[config.mk]
export PLATFORM = sky130hd
export DESIGN_NAME = mem_ctrl
export DESIGN_NICKNAME = d
export VERILOG_FILES = /design/src/rtl/mem_pkg.sv /design/src/rtl/mem_ctrl_arb.sv /design/src/rtl/mem_ctrl.sv
export SDC_FILE = /design/constraint.sdc
export NUM_CORES = 1
export LEC_CHECK = 0
export CAP_MARGIN = 10
export CORE_AREA = 5 5 119 121
export CTS_CLUSTER_DIAMETER = 60
export CTS_CLUSTER_SIZE = 12
export DETAILED_ROUTE_END_ITERATION = 8
export DIE_AREA = 0 0 124 126
export HOLD_SLACK_MARGIN = 0.05
export PLACE_DENSITY = 0.76
export SLEW_MARGIN = 25
export SYNTH_ARGS = -nofsm -noshare
export SYNTH_HDL_FRONTEND = slang
export SYNTH_SLANG_ARGS = --single-unit
[constraint.sdc]
create_clock -name clk -period 2.4 [get_ports clk]
set_input_delay 0.24 -clock clk [delete_from_list [all_inputs] [get_ports clk]]
set_output_delay 0.24 -clock clk [all_outputs]
set_load 0.01 [all_outputs]
[src/rtl/mem_pkg.sv]
// mem_pkg: width, state and owner codes shared by mem_ctrl.
// Default RAM address width for the byte-wide RAM.
package mem_pkg;

  localparam int MEM_AW = 17;

  localparam logic [1:0] MEM_BYTE = 2'd0;
  localparam logic [1:0] MEM_HALF = 2'd1;
  localparam logic [1:0] MEM_WORD = 2'd2;

  typedef enum logic [1:0] {
    IDLE = 2'd0,
    RD   = 2'd1,
    WR   = 2'd2
  } mem_state_t;

  typedef enum logic {
    OWN_IF = 1'b0,
    OWN_D  = 1'b1
  } mem_own_t;

  typedef struct packed {
    logic        valid;
    mem_own_t    own;
    logic        write;
    logic [1:0]  last;
    logic [31:0] addr;
    logic        misal;
  } mem_req_t;

  // Index of the final byte: N-1 for N = 1/2/4.
  function automatic logic [1:0] mem_last_idx(
    input logic [1:0] w
  );
    logic [1:0] l;
    l = 2'd3;
    unique case (1'b1)
      (w == MEM_BYTE): l = 2'd0;
      (w == MEM_HALF): l = 2'd1;
      (w == MEM_WORD): l = 2'd3;
      default:         l = 2'd3;
    endcase
    return l;
  endfunction

endpackage

[src/rtl/mem_ctrl_arb.sv]
// mem_ctrl_arb: fixed-priority grant (data over fetch), byte count.
// MEM_CTRL_ALIGN_CHECK_EN adds the misalignment flag.
module mem_ctrl_arb
  import mem_pkg::*;
(
  input  logic        i_if_re,
  input  logic [31:0] i_if_addr,
  input  logic        i_d_re,
  input  logic        i_d_we,
  input  logic [1:0]  i_d_width,
  input  logic [31:0] i_d_addr,
  output mem_req_t    o_req
);

  always_comb begin
    o_req = '0;
    if (i_d_re || i_d_we) begin
      o_req.valid = 1'b1;
      o_req.own   = OWN_D;
      o_req.write = i_d_we;
      o_req.addr  = i_d_addr;
      o_req.last  = mem_last_idx(i_d_width);
    end else if (i_if_re) begin
      o_req.valid = 1'b1;
      o_req.own   = OWN_IF;
      o_req.write = 1'b0;
      o_req.addr  = i_if_addr;
      o_req.last  = 2'd3;
    end
`ifdef MEM_CTRL_ALIGN_CHECK_EN
    o_req.misal =
      ((o_req.last == 2'd1) && o_req.addr[0]) ||
      ((o_req.last == 2'd3) &&
       (o_req.addr[1:0] != 2'd0));
`endif
  end

endmodule

[src/rtl/mem_ctrl.sv]
// mem_ctrl: byte-serial controller for fetch and data ports.
// MEM_CTRL_ALIGN_CHECK_EN adds o_misalign and alignment rejection.
module mem_ctrl
  import mem_pkg::*;
#(
  parameter int AW = MEM_AW
) (
  input  logic          clk,
  input  logic          rst_n,
  input  logic          i_if_re,
  input  logic [31:0]   i_if_addr,
  output logic [31:0]   o_if_data,
  output logic          o_if_done,
  input  logic          i_d_re,
  input  logic          i_d_we,
  input  logic [1:0]    i_d_width,
  input  logic [31:0]   i_d_addr,
  input  logic [31:0]   i_d_wdata,
  output logic [31:0]   o_d_rdata,
  output logic          o_d_done,
  output logic          o_mem_busy,
  output logic [AW-1:0] o_ram_addr,
  output logic          o_ram_we,
  output logic [7:0]    o_ram_wdata,
  input  logic [7:0]    i_ram_rdata
`ifdef MEM_CTRL_ALIGN_CHECK_EN
  ,
  output logic          o_misalign
`endif
);

  mem_req_t    w_req;
  mem_state_t  r_state;
  mem_state_t  w_nstate;
  mem_own_t    r_own;
  logic [31:0] r_base;
  logic [31:0] r_wdata;
  logic [31:0] r_if_data;
  logic [31:0] r_d_rdata;
  logic [31:0] w_sum;
  logic [1:0]  r_cnt;
  logic [1:0]  r_last;
  logic [1:0]  r_cap_lane;
  logic        r_cap_en;
  logic        r_cap_last;
  logic        r_if_done;
  logic        r_d_done;
  logic        w_hold;
  logic        w_accept;
  logic        w_last;
  logic        w_unused;

  mem_ctrl_arb u_arb (
    .i_if_re   (i_if_re),
    .i_if_addr (i_if_addr),
    .i_d_re    (i_d_re),
    .i_d_we    (i_d_we),
    .i_d_width (i_d_width),
    .i_d_addr  (i_d_addr),
    .o_req     (w_req)
  );

`ifdef MEM_CTRL_ALIGN_CHECK_EN
  logic r_mis_pend;
  logic r_misal;
  assign w_hold     = r_cap_en | r_mis_pend;
  assign o_misalign = r_misal;
`else
  assign w_hold = r_cap_en;
`endif

  // The last read byte lands one cycle after IDLE; hold off until then.
  assign w_accept = (r_state == IDLE) & ~w_hold & w_req.valid;
  assign w_last   = (r_cnt == r_last);
  assign w_sum    = r_base + {30'd0, r_cnt};
  assign w_unused = ^w_sum[31:AW];

  always_ff @(posedge clk or negedge rst_n) begin
    if (!rst_n) r_state <= IDLE;
    else        r_state <= w_nstate;
  end

  always_comb begin
    w_nstate = r_state;
    unique case (r_state)
      IDLE: begin
        if (w_accept && !w_req.misal)
          w_nstate = w_req.write ? WR : RD;
      end
      RD, WR: begin
        if (w_last) w_nstate = IDLE;
      end
      default: w_nstate = IDLE;
    endcase
  end

  assign o_mem_busy  = (r_state != IDLE);
  assign o_ram_we    = (r_state == WR);
  assign o_ram_addr  = o_mem_busy ? w_sum[AW-1:0] : '0;
  assign o_ram_wdata = o_ram_we ?
    r_wdata[{r_cnt, 3'b000} +: 8] : 8'd0;
  assign o_if_data   = r_if_data;
  assign o_d_rdata   = r_d_rdata;
  assign o_if_done   = r_if_done;
  assign o_d_done    = r_d_done;

  always_ff @(posedge clk or negedge rst_n) begin
    if (!rst_n) begin
      r_own      <= OWN_IF;
      r_base     <= '0;
      r_wdata    <= '0;
      r_last     <= '0;
      r_cnt      <= '0;
      r_cap_en   <= 1'b0;
      r_cap_lane <= '0;
      r_cap_last <= 1'b0;
      r_if_data  <= '0;
      r_d_rdata  <= '0;
      r_if_done  <= 1'b0;
      r_d_done   <= 1'b0;
`ifdef MEM_CTRL_ALIGN_CHECK_EN
      r_mis_pend <= 1'b0;
      r_misal    <= 1'b0;
`endif
    end else begin
      r_if_done  <= 1'b0;
      r_d_done   <= 1'b0;
      r_cap_en   <= (r_state == RD);
      r_cap_lane <= r_cnt;
      r_cap_last <= (r_state == RD) && w_last;
      if (w_accept) begin
        r_own   <= w_req.own;
        r_base  <= w_req.addr;
        r_last  <= w_req.last;
        r_wdata <= i_d_wdata;
        r_cnt   <= '0;
        if (!w_req.misal && !w_req.write) begin
          if (w_req.own == OWN_IF) r_if_data <= '0;
          else                     r_d_rdata <= '0;
        end
      end else if (r_state != IDLE) begin
        r_cnt <= r_cnt + 2'd1;
      end
      if (r_cap_en) begin
        if (r_own == OWN_IF)
          r_if_data[{r_cap_lane, 3'b000} +: 8] <= i_ram_rdata;
        else
          r_d_rdata[{r_cap_lane, 3'b000} +: 8] <= i_ram_rdata;
        if (r_cap_last) begin
          if (r_own == OWN_IF) r_if_done <= 1'b1;
          else                 r_d_done  <= 1'b1;
        end
      end
      if ((r_state == WR) && w_last) r_d_done <= 1'b1;
`ifdef MEM_CTRL_ALIGN_CHECK_EN
      r_misal    <= 1'b0;
      r_mis_pend <= w_accept && w_req.misal;
      if (r_mis_pend) begin
        r_misal <= 1'b1;
        if (r_own == OWN_IF) r_if_done <= 1'b1;
        else                 r_d_done  <= 1'b1;
      end
`endif
    end
  end

endmodule

After elaboration in Yosys (flattened, before gate mapping)
Index checks and enable logic that the tools add are counted.
{"block": "totals", "input_bits": 111, "wordCells": 67, "output_inout_bits": 93, "regBits": 126}
{"block": "op_classes", "shifts": 3, "n_reduce_logical": 9, "muxes": 30, "bitwise_logic": 3, "n_addsub": 3, "n_eq_ne": 6}
{"operator": "32-bit 2-to-1 mux", "n": 10}
{"operator": "37-bit 2-to-1 mux", "n": 2}
{"operator": "32-bit bitwise mux", "n": 2}
{"operator": "8-bit by 7-bit variable shift with 32-bit output (first input constant)", "n": 1}
{"operator": "32-bit by 6-bit variable part select with 8-bit output", "n": 1}
{"operator": "8-bit by 7-bit variable part select with 32-bit output", "n": 1}
{"operator": "17-bit by 2-bit adder with 17-bit output", "n": 1}
{"operator": "17-bit 2-to-1 mux", "n": 1}
{"operator": "2-bit 2-to-1 mux", "n": 5}
{"operator": "8-bit 2-to-1 mux", "n": 1}
{"operator": "2-bit one-hot mux with 2 select lines", "n": 2}
{"operator": "1-bit 2-to-1 mux", "n": 7}
{"operator": "5-bit negator with 7-bit output", "n": 1}
{"operator": "2-bit by 1-bit equality test with 1-bit output (second input constant)", "n": 2}
{"operator": "2-bit logical NOT", "n": 2}
{"operator": "2-bit inequality test (second input constant)", "n": 2}
{"operator": "2-bit nonzero test", "n": 2}
{"operator": "2-bit by 1-bit adder with 2-bit output (second input constant)", "n": 1}
{"operator": "1-bit bitwise AND", "n": 2}
{"operator": "2-bit equality test", "n": 1}
{"operator": "2-bit equality test (second input constant)", "n": 1}
{"operator": "1-bit logical AND", "n": 2}
{"operator": "2-bit AND reduction", "n": 1}
{"operator": "2-bit OR reduction", "n": 1}
{"operator": "2 further kinds", "n": 2}

Depth between registers and ports, before layout
Gate-level depths: netlist (run 1).
{"block": "depth", "word_depth": 9, "depth_mapped": 9, "ltp_nobuf": 6}

By module
Synthesis (run 1) repeated with hierarchy kept, for this count alone.
{"block": "unflattened", "hier_cells": 519, "area_unflattened_um2": 6115.9}
{"mod": "mem_ctrl", "area_each_um2": 5444.0, "seq_area_each_um2": 3153.0, "cells_per_inst": 401, "instances": 1}
{"mod": "mem_ctrl_arb", "area_each_um2": 671.9, "seq_area_each_um2": 0.0, "cells_per_inst": 118, "instances": 1}

Worst setup path before layout (run 1)
OpenSTA, ideal clock, no wires.
{"block": "synth_path", "kind": "register -> output", "from": "register r_base[1]", "to": "output o_ram_addr[15]", "n_path_buf": 0, "arrival_ns": 1.634, "required_ns": 2.160, "stages_incl_launch_ff": 6, "setup_slack_ns": 0.526, "path_cell_list": "dfrtp_1 -> ha_1 -> a21oi_2 -> nor4_4 -> nor2b_1 -> mux2_1"}
{"block": "synth_via", "elab_chain_cells": 2}
{"item": "from (decl)", "line": "mem_ctrl.sv:36", "rtl": "logic [31:0] r_base;"}
{"item": "from (signal assigned)", "line": "mem_ctrl.sv:133", "rtl": "r_base <= w_req.addr;"}
{"item": "17-bit by 2-bit adder with 17-bit output", "line": "mem_ctrl.sv:75", "rtl": "assign w_sum = r_base + {30'd0, r_cnt};"}
{"item": "17-bit 2-to-1 mux", "line": "mem_ctrl.sv:99", "rtl": "assign o_ram_addr = o_mem_busy ? w_sum[AW-1:0] : '0;"}
{"item": "to (decl)", "line": "mem_ctrl.sv:22", "rtl": "output logic [AW-1:0] o_ram_addr,"}
Every way passes these cells.

Worst setup path in the final report (run 1)
{"block": "layout_path", "from": "register r_base[0]", "to": "output o_ram_addr[12]"}
The elaborated chain is that of the path after synthesis.

==> metrics, run 1 <==
worst hold start=i_d_wdata[24]; total gr overflow=0; Worst Max-Slew Pin Slew=0.655 ns; Bufs and invs on worst path=3; Reg2Reg Setup Slack=0.36 ns; GPL Wtd Cong=0.853; Pwr per Cell Area=1130 nW/um^2; startpoint types=register; Post-synth ARST share=100%; final max-slew violation count=0; Post-Syn Instances=517; Die Wd=124 um; Post-Synth XOR/XNOR Area=2.02%; die area=15,600 um^2; crit path max fanout=7; Finished Layout Cells=898; crit share post-route=99.7%; DR iter-0 viols=364; clk buf depth=2; Clk Latency, worst-skew pair=0.42 ns; DRC Markers=0; clock sink count=126; I/O pin count=204; Lkg Pwr=0.00390 uW; dpl hpwl=11,400 um; Sw Share=35.7%; final wirelength=16,100 um; row count=42; largest stage delay on the critical path=0.42 ns; DIE HEIGHT=126 um; TritonCTS Buffers=17; nets@finish=831; Via Count=4,879; Yosys cell types=45; post-synth top area cell=dfrtp_1; fmax=418 MHz; Placed Area=7620 um^2; Seq/Total Area, Yosys=55.8%; EDFF count, synth=0; RR Startpoint=r_state[0]$_DFFE_PN0P_; RSZ-0062 raised after global routing=true; Worst Hold Class=in -> reg; Psw=3380 uW; Clk network pwr share=26.3%; Worst path slowest cell=dfrtp_1; vias per cell=5.43; fin crit period=2.39 ns; Peak VDD IR=0.687 mV; Slew HR=56.2%; CTS tree=yes; top-area cell type share of the netlist area=55.8%; dominant combinational cell family by area after synthesis=compound AO/OA/AOI/OAI gates; first-pass GRT wire length=25,600 um; Post-synth top flop=dfrtp_1; combinational power share=39.5%; status=completed; final hold violation count=0; P&R area growth vs syn=48.5%; Mapped Area=5650 um^2; mux contribution to synthesized area=3.59%; largest cells by area after synthesis=dfrtp_1 (56%), a22o_1 (10%), nand2_1 (7.3%); adder-cell share of the synthesized area=2.57%; starting density of the core=43.5%; Clock Skews=0.00670 ns; most numerous cell in the Yosys netlist=dfrtp_1; initial antenna violation count=0; WL/cell=18.0 um; htree depth=4; CP top delay family=buffers and inverters; synth cell count leaders=dfrtp_1 (126), nand2_1 (110), a22o_1 (65), nor2_1 (35), a21oi_1 (18); Net Count, Synth=639; Final Cell Area=8390 um^2; GRT Overall Usage=20.9%; Clock transition at path regs=0.06 ns; Warnings, synthesis=0; simple-gate portion of the synthesized area=16.3%; Post-DRT Antenna Nets=0; Initial DRT Pass Iterations=4; clock root buffer=clkbuf_16; max-cap viol count=0; antenna diode count=0; WP data required=2.16 ns; Syn Area/Cell=10.9 um^2; number of synthesized register bits=126; Compound-Gate Fraction of Synth Area=16.8%; CP cell instances=ha_4 -> fa_2 -> nand4_1 -> buf_6 -> buf_4 -> nor4_2 -> xnor2_1 -> nor2_1 -> buf_2; Worst Setup End Kind=primary output; core area=13,000 um^2; fraction of layout cells with a size suffix above 1=14.8%; port bufs=173; setup violators final=0; crit path kind=reg -> out; largest net degree at the start of global routing=51; sequential share of power=34.2%; vias in the first global route=4,991; CP startpoint=r_base[0]$_DFFE_PN0N_; CP Data Arrival Time=2.15 ns; Internal=6090 uW; Placed Cells=854
==> registers in the layout, indices dropped and copies added (netlist names), 2 cells and up <==
register	count
r_cnt	2
o_if_data	32
r_base	17
o_d_rdata	32
r_wdata	32
r_cap_lane	2
r_last	2
r_state	2
==> per-stage QoR <==
stage	utilization [%]	TNS [ns]	worst slack, ns	hold WS, ns	power, uW
after floorplan	-	0	0.526	-0.0556	5310
after global placement	58.7	0	0.0186	0.282	6700
after detailed placement	58.7	-0.0640	-0.0246	0.295	6830
after CTS	63.8	-0.661	-0.0977	0.334	9390
after global routing	64.7	-0.470	-0.0834	0.347	10100
final	64.7	0	0.00661	0.353	9470
==> metal layers <==
metal  wire length, um  GRT usage, %  part of all wire [%]  up-vias
met3              1290          6.37                   8.0       29
met5                 0             0                     0        -
met4               361          8.70                   2.2        0
li1                  -             -                     -     2223
met2              7530          31.8                    47      197
met1              6960          28.0                    43     2430
==> area by class of cell <==
type                       instances  area, um^2
timing repair buffer             199        1970
sequential                       126        3160
fill                             990        4590
tap                              176         220
clock inverter                    14         143
clock buffer                      18         439
inverter                          11        41.3
multi-input combinational        354        2420
==> repair_timing <==
action	4_1_cts	5_1_grt
setup endpoints to repair	25	22
hold buffers	1	0
endpoints found under the hold margin	47	0
gates cloned	0	0
resized for setup	49	23
pin swaps	4	3
buffers inserted	3	8
==> power by group through the flow <==
stage          sequential [uW]  clock, uW  combinational (uW)
2_1_floorplan             3180          0                2140
3_3_place_gp              3190          0                3510
3_5_place_dp              3230          0                3600
4_1_cts                   3220       2530                3630
5_1_grt                   3320       2640                4110
6_report                  3240       2500                3740
==> layout by cell type (no fill, tap or decap), types with 8 or more instances in the layout <==
master,instances
dlymetal6s2s_1,9
clkbuf_16,17
a21oi_1,18
dfrtp_1,122
nor2_1,35
o22ai_1,17
mux4_2,8
buf_4,19
clkdlybuf4s50_1,148
nand2_1,109
inv_1,11
and2_1,9
xnor2_1,12
a22o_1,65
nor2b_1,8
==> worst min-delay path: cells and delay by family <==
family	cells	cell delay, ns
buffers and inverters	1	0.39
AND/OR/NAND/NOR	2	0.09
==> worst paths after layout <==
path | end | depth (start not counted)
worst max-delay path | o_ram_addr[12] | 9
worst min-delay path | r_wdata[24]$_DFFE_PN0N_ | 3
worst max register to register | r_base[3]$_DFFE_PN0N_ | 7
worst min register to register | r_wdata[24]$_DFFE_PN0N_ | 2
max in group asynchronous | r_wdata[4]$_DFFE_PN0N_ | 3
min in group asynchronous | o_d_rdata[13]$_DFF_PN0_ | 2
==> cell families after synthesis <==
group | count (synthesis)
simple gates | 197
flops | 126
compound gates | 123
buf+inv | 37
xor+xnor | 13
fa+ha+maj | 11
mux | 10
No activity file was read; power rests on OpenSTA's default activity.
==> run 2, diff against run 1 <==
--- a/config.mk
+++ b/config.mk
@@ -13,6 +13,7 @@
 export DIE_AREA = 0 0 124 126
 export HOLD_SLACK_MARGIN = 0.05
 export PLACE_DENSITY = 0.76
+export REMOVE_ABC_BUFFERS = 1
 export SLEW_MARGIN = 25
 export SYNTH_ARGS = -nofsm -noshare
 export SYNTH_HDL_FRONTEND = slang
==> run 2 against run 1 <==
Maximum frequency grew 1.3%. Non-clock buffer count is 2 higher. Clock skew increased by 0.0017 ns. Setup slack better by 0.030 ns. Global-route usage fell by 0.38 points. Sequential share of layout area down 0.15 points. Highest routed layer unchanged.
==> metrics, run 2 (synthesis results as in run 1) <==
status=completed (unchanged); crit share post-route=98.5% (was 99.7%); TritonCTS Buffers=17 (unchanged); vias per cell=5.32 (was 5.43); WP data required=2.16 ns (about the same); hold depth=3 (unchanged); crit path max fanout=2 (was 7); starting density of the core=43.5% (unchanged); Reg2Reg Setup Slack=0.41 ns (was 0.36 ns); fraction of layout cells with a size suffix above 1=15.4% (was 14.8%); CP Data Arrival Time=2.12 ns (was 2.15 ns); I/O pin count=204 (unchanged); vias in the first global route=4,983 (was 4,991); htree depth=4 (unchanged); CP cell instances=ha_4 -> buf_4 -> a21oi_4 -> nor4_4 -> buf_4 -> nand3_2 -> mux2_4 -> clkdlybuf4s15_2 (was ha_4 -> fa_2 -> nand4_1 -> buf_6 -> buf_4 -> nor4_2 -> xnor2_1 -> nor2_1 -> buf_2); largest stage delay on the critical path=0.44 ns (was 0.42 ns); Via Count=4,783 (was 4,879); final hold violation count=0 (unchanged); Slew HR=52.9% (was 56.2%); Clock Skews=0.00839 ns (was 0.00670 ns); die area=15,600 um^2 (unchanged); nets@finish=833 (was 831); final setup TNS=0 ns (unchanged); total power=9620 uW (was 9470 uW); Pwr per Cell Area=1140 nW/um^2 (was 1130 nW/um^2); R2R cell count=6 (was 7); largest net degree at the start of global routing=53 (was 51); commonest non-fill, non-tap cell in the layout=clkdlybuf4s50_1 (unchanged); final max-slew violation count=0 (unchanged); initial antenna violation count=0 (unchanged); antenna diode count=0 (unchanged); Worst path slowest cell=dfrtp_1 (unchanged); Lkg Pwr=0.00389 uW (was 0.00390 uW); Peak VDD IR=0.758 mV (was 0.687 mV); dpl hpwl=11,600 um (was 11,400 um); setup violators final=0 (unchanged); port bufs=173 (unchanged); highest-count cells in the layout ignoring fill and taps=clkdlybuf4s50_1 (149), dfrtp_1 (121), nand2_1 (109) (was clkdlybuf4s50_1 (148), dfrtp_1 (122), nand2_1 (109)); clock root buffer=clkbuf_16 (unchanged); sequential share of power=33.7% (was 34.2%); pre-CTS WS=-0.0272 ns (was -0.0246 ns); Die Wd=124 um (unchanged); final hold slack=0.375 ns (was 0.353 ns); Worst Hold Class=in -> reg (unchanged); clock sink count=126 (unchanged); DIE HEIGHT=126 um (unchanged); DR iter-0 viols=335 (was 364); Clock transition at path regs=0.05 ns (was 0.06 ns); Worst Max-Slew Pin Slew=0.707 ns (was 0.655 ns); Placed Area=7630 um^2 (was 7620 um^2); row count=42 (unchanged); clk buf depth=2 (unchanged); Internal=6300 uW (was 6090 uW); crit path kind=reg -> out (unchanged); Sw Share=34.5% (was 35.7%); GPL Wtd Cong=0.858 (was 0.853); fmax=423 MHz (was 418 MHz); CTS tree=yes (unchanged); max-cap viol count=0 (unchanged); total gr overflow=0 (unchanged); Clk Latency, worst-skew pair=0.40 ns (was 0.42 ns); Final Cell Area=8430 um^2 (was 8390 um^2); RSZ-0062 raised after global routing=true (unchanged); CP dominant cell by count=buf_4; final wirelength=16,100 um (about the same); startpoint types=register (unchanged); Worst Setup End Kind=primary output (unchanged); PnR worst setup slack=0.0365 ns (was 0.00661 ns); Post-DRT Antenna Nets=0 (unchanged); P&R area growth vs syn=49.2% (was 48.5%); DRC Markers=0 (unchanged); core area=13,000 um^2 (unchanged); combinational power share=38.7% (was 39.5%); Initial DRT Pass Iterations=4 (unchanged); Psw=3320 uW (was 3380 uW); Clk network pwr share=27.5% (was 26.3%); WL/cell=17.9 um (was 18.0 um); first-pass GRT wire length=25,400 um (was 25,600 um); fin crit period=2.36 ns (was 2.39 ns); GRT Overall Usage=20.6% (was 20.9%)
run 2: changes by cell type in the layout (fill, tap and decap cells not counted), moves of 2 or more:
cell | previous run | this run
buf_4 | 19 | 23
clkbuf_1 | 0 | 3
clkinv_2 | 5 | 2
bufinv_16 | 2 | 4
clkbuf_2 | 1 | 3
clkinvlp_4 | 3 | 1
dlymetal6s2s_1 | 9 | 7
inv_6 | 2 | 0
run 2: path summary, 6_finish.rpt:
check	start	to
max in group asynchronous	rst_n	o_if_data[12]$_DFF_PN0_
worst min register to register	r_wdata[12]$_DFFE_PN0N_	r_wdata[12]$_DFFE_PN0N_
min in group asynchronous	rst_n	o_if_data[30]$_DFF_PN0_
worst max register to register	r_cap_lane[0]$_DFF_PN0_	o_d_rdata[23]$_DFF_PN0_
worst min-delay path	i_d_wdata[9]	r_wdata[9]$_DFFE_PN0N_
worst max-delay path	r_cnt[0]$_DFFE_PN0P_	o_ram_addr[13]
run 2: final cells by class:
class,count,area (um^2)
clock inverter,10,164
clock buffer,21,450
timing repair buffer,201,1960
sequential,126,3160
inverter,11,41.3
tap,176,220
multi-input combinational,354,2430
fill,1015,4550
run 2: critical path: cells and delay by family, from the launching register on:
family / cells / cell delay [ns]
muxes: 1 / 0.31
buffers and inverters: 3 / 0.51
adders and majority gates: 1 / 0.18
AOI/OAI and AO/OA: 1 / 0.06
and+or+nand+nor: 2 / 0.24
DFF: 1 / 0.44
run 2: power by group through the flow:
stage / Combinational, uW / Clock (uW) / Sequential (uW)
2_1_floorplan: 1970 / 0 / 3210
3_3_place_gp: 3500 / 0 / 3180
3_5_place_dp: 3620 / 0 / 3230
4_1_cts: 3580 / 2690 / 3210
5_1_grt: 4100 / 2800 / 3320
6_report: 3730 / 2650 / 3250
run 2: stage by stage:
step                util (%)  cells
finish                  64.9    899
global route            64.9    899
CTS                     63.8    891
detailed placement      58.8    856
global placement        58.8    856
floorplan                  -    491
run 2: per-layer routing:
layer	global-route usage, %	part of all wire (%)
met5	0	0
met4	5.22	0.98
met3	5.61	7.1
met2	34.5	50
met1	26.3	42
run 2: what timing repair did:
action                                  CTS  global route
hold endpoints to repair                 50             0
endpoints found under the setup margin   24            19
resized for setup                        32            42
cloned                                    0             0
setup buffers                             3             8
pin swaps                                 3             5
hold buffers                              1             0
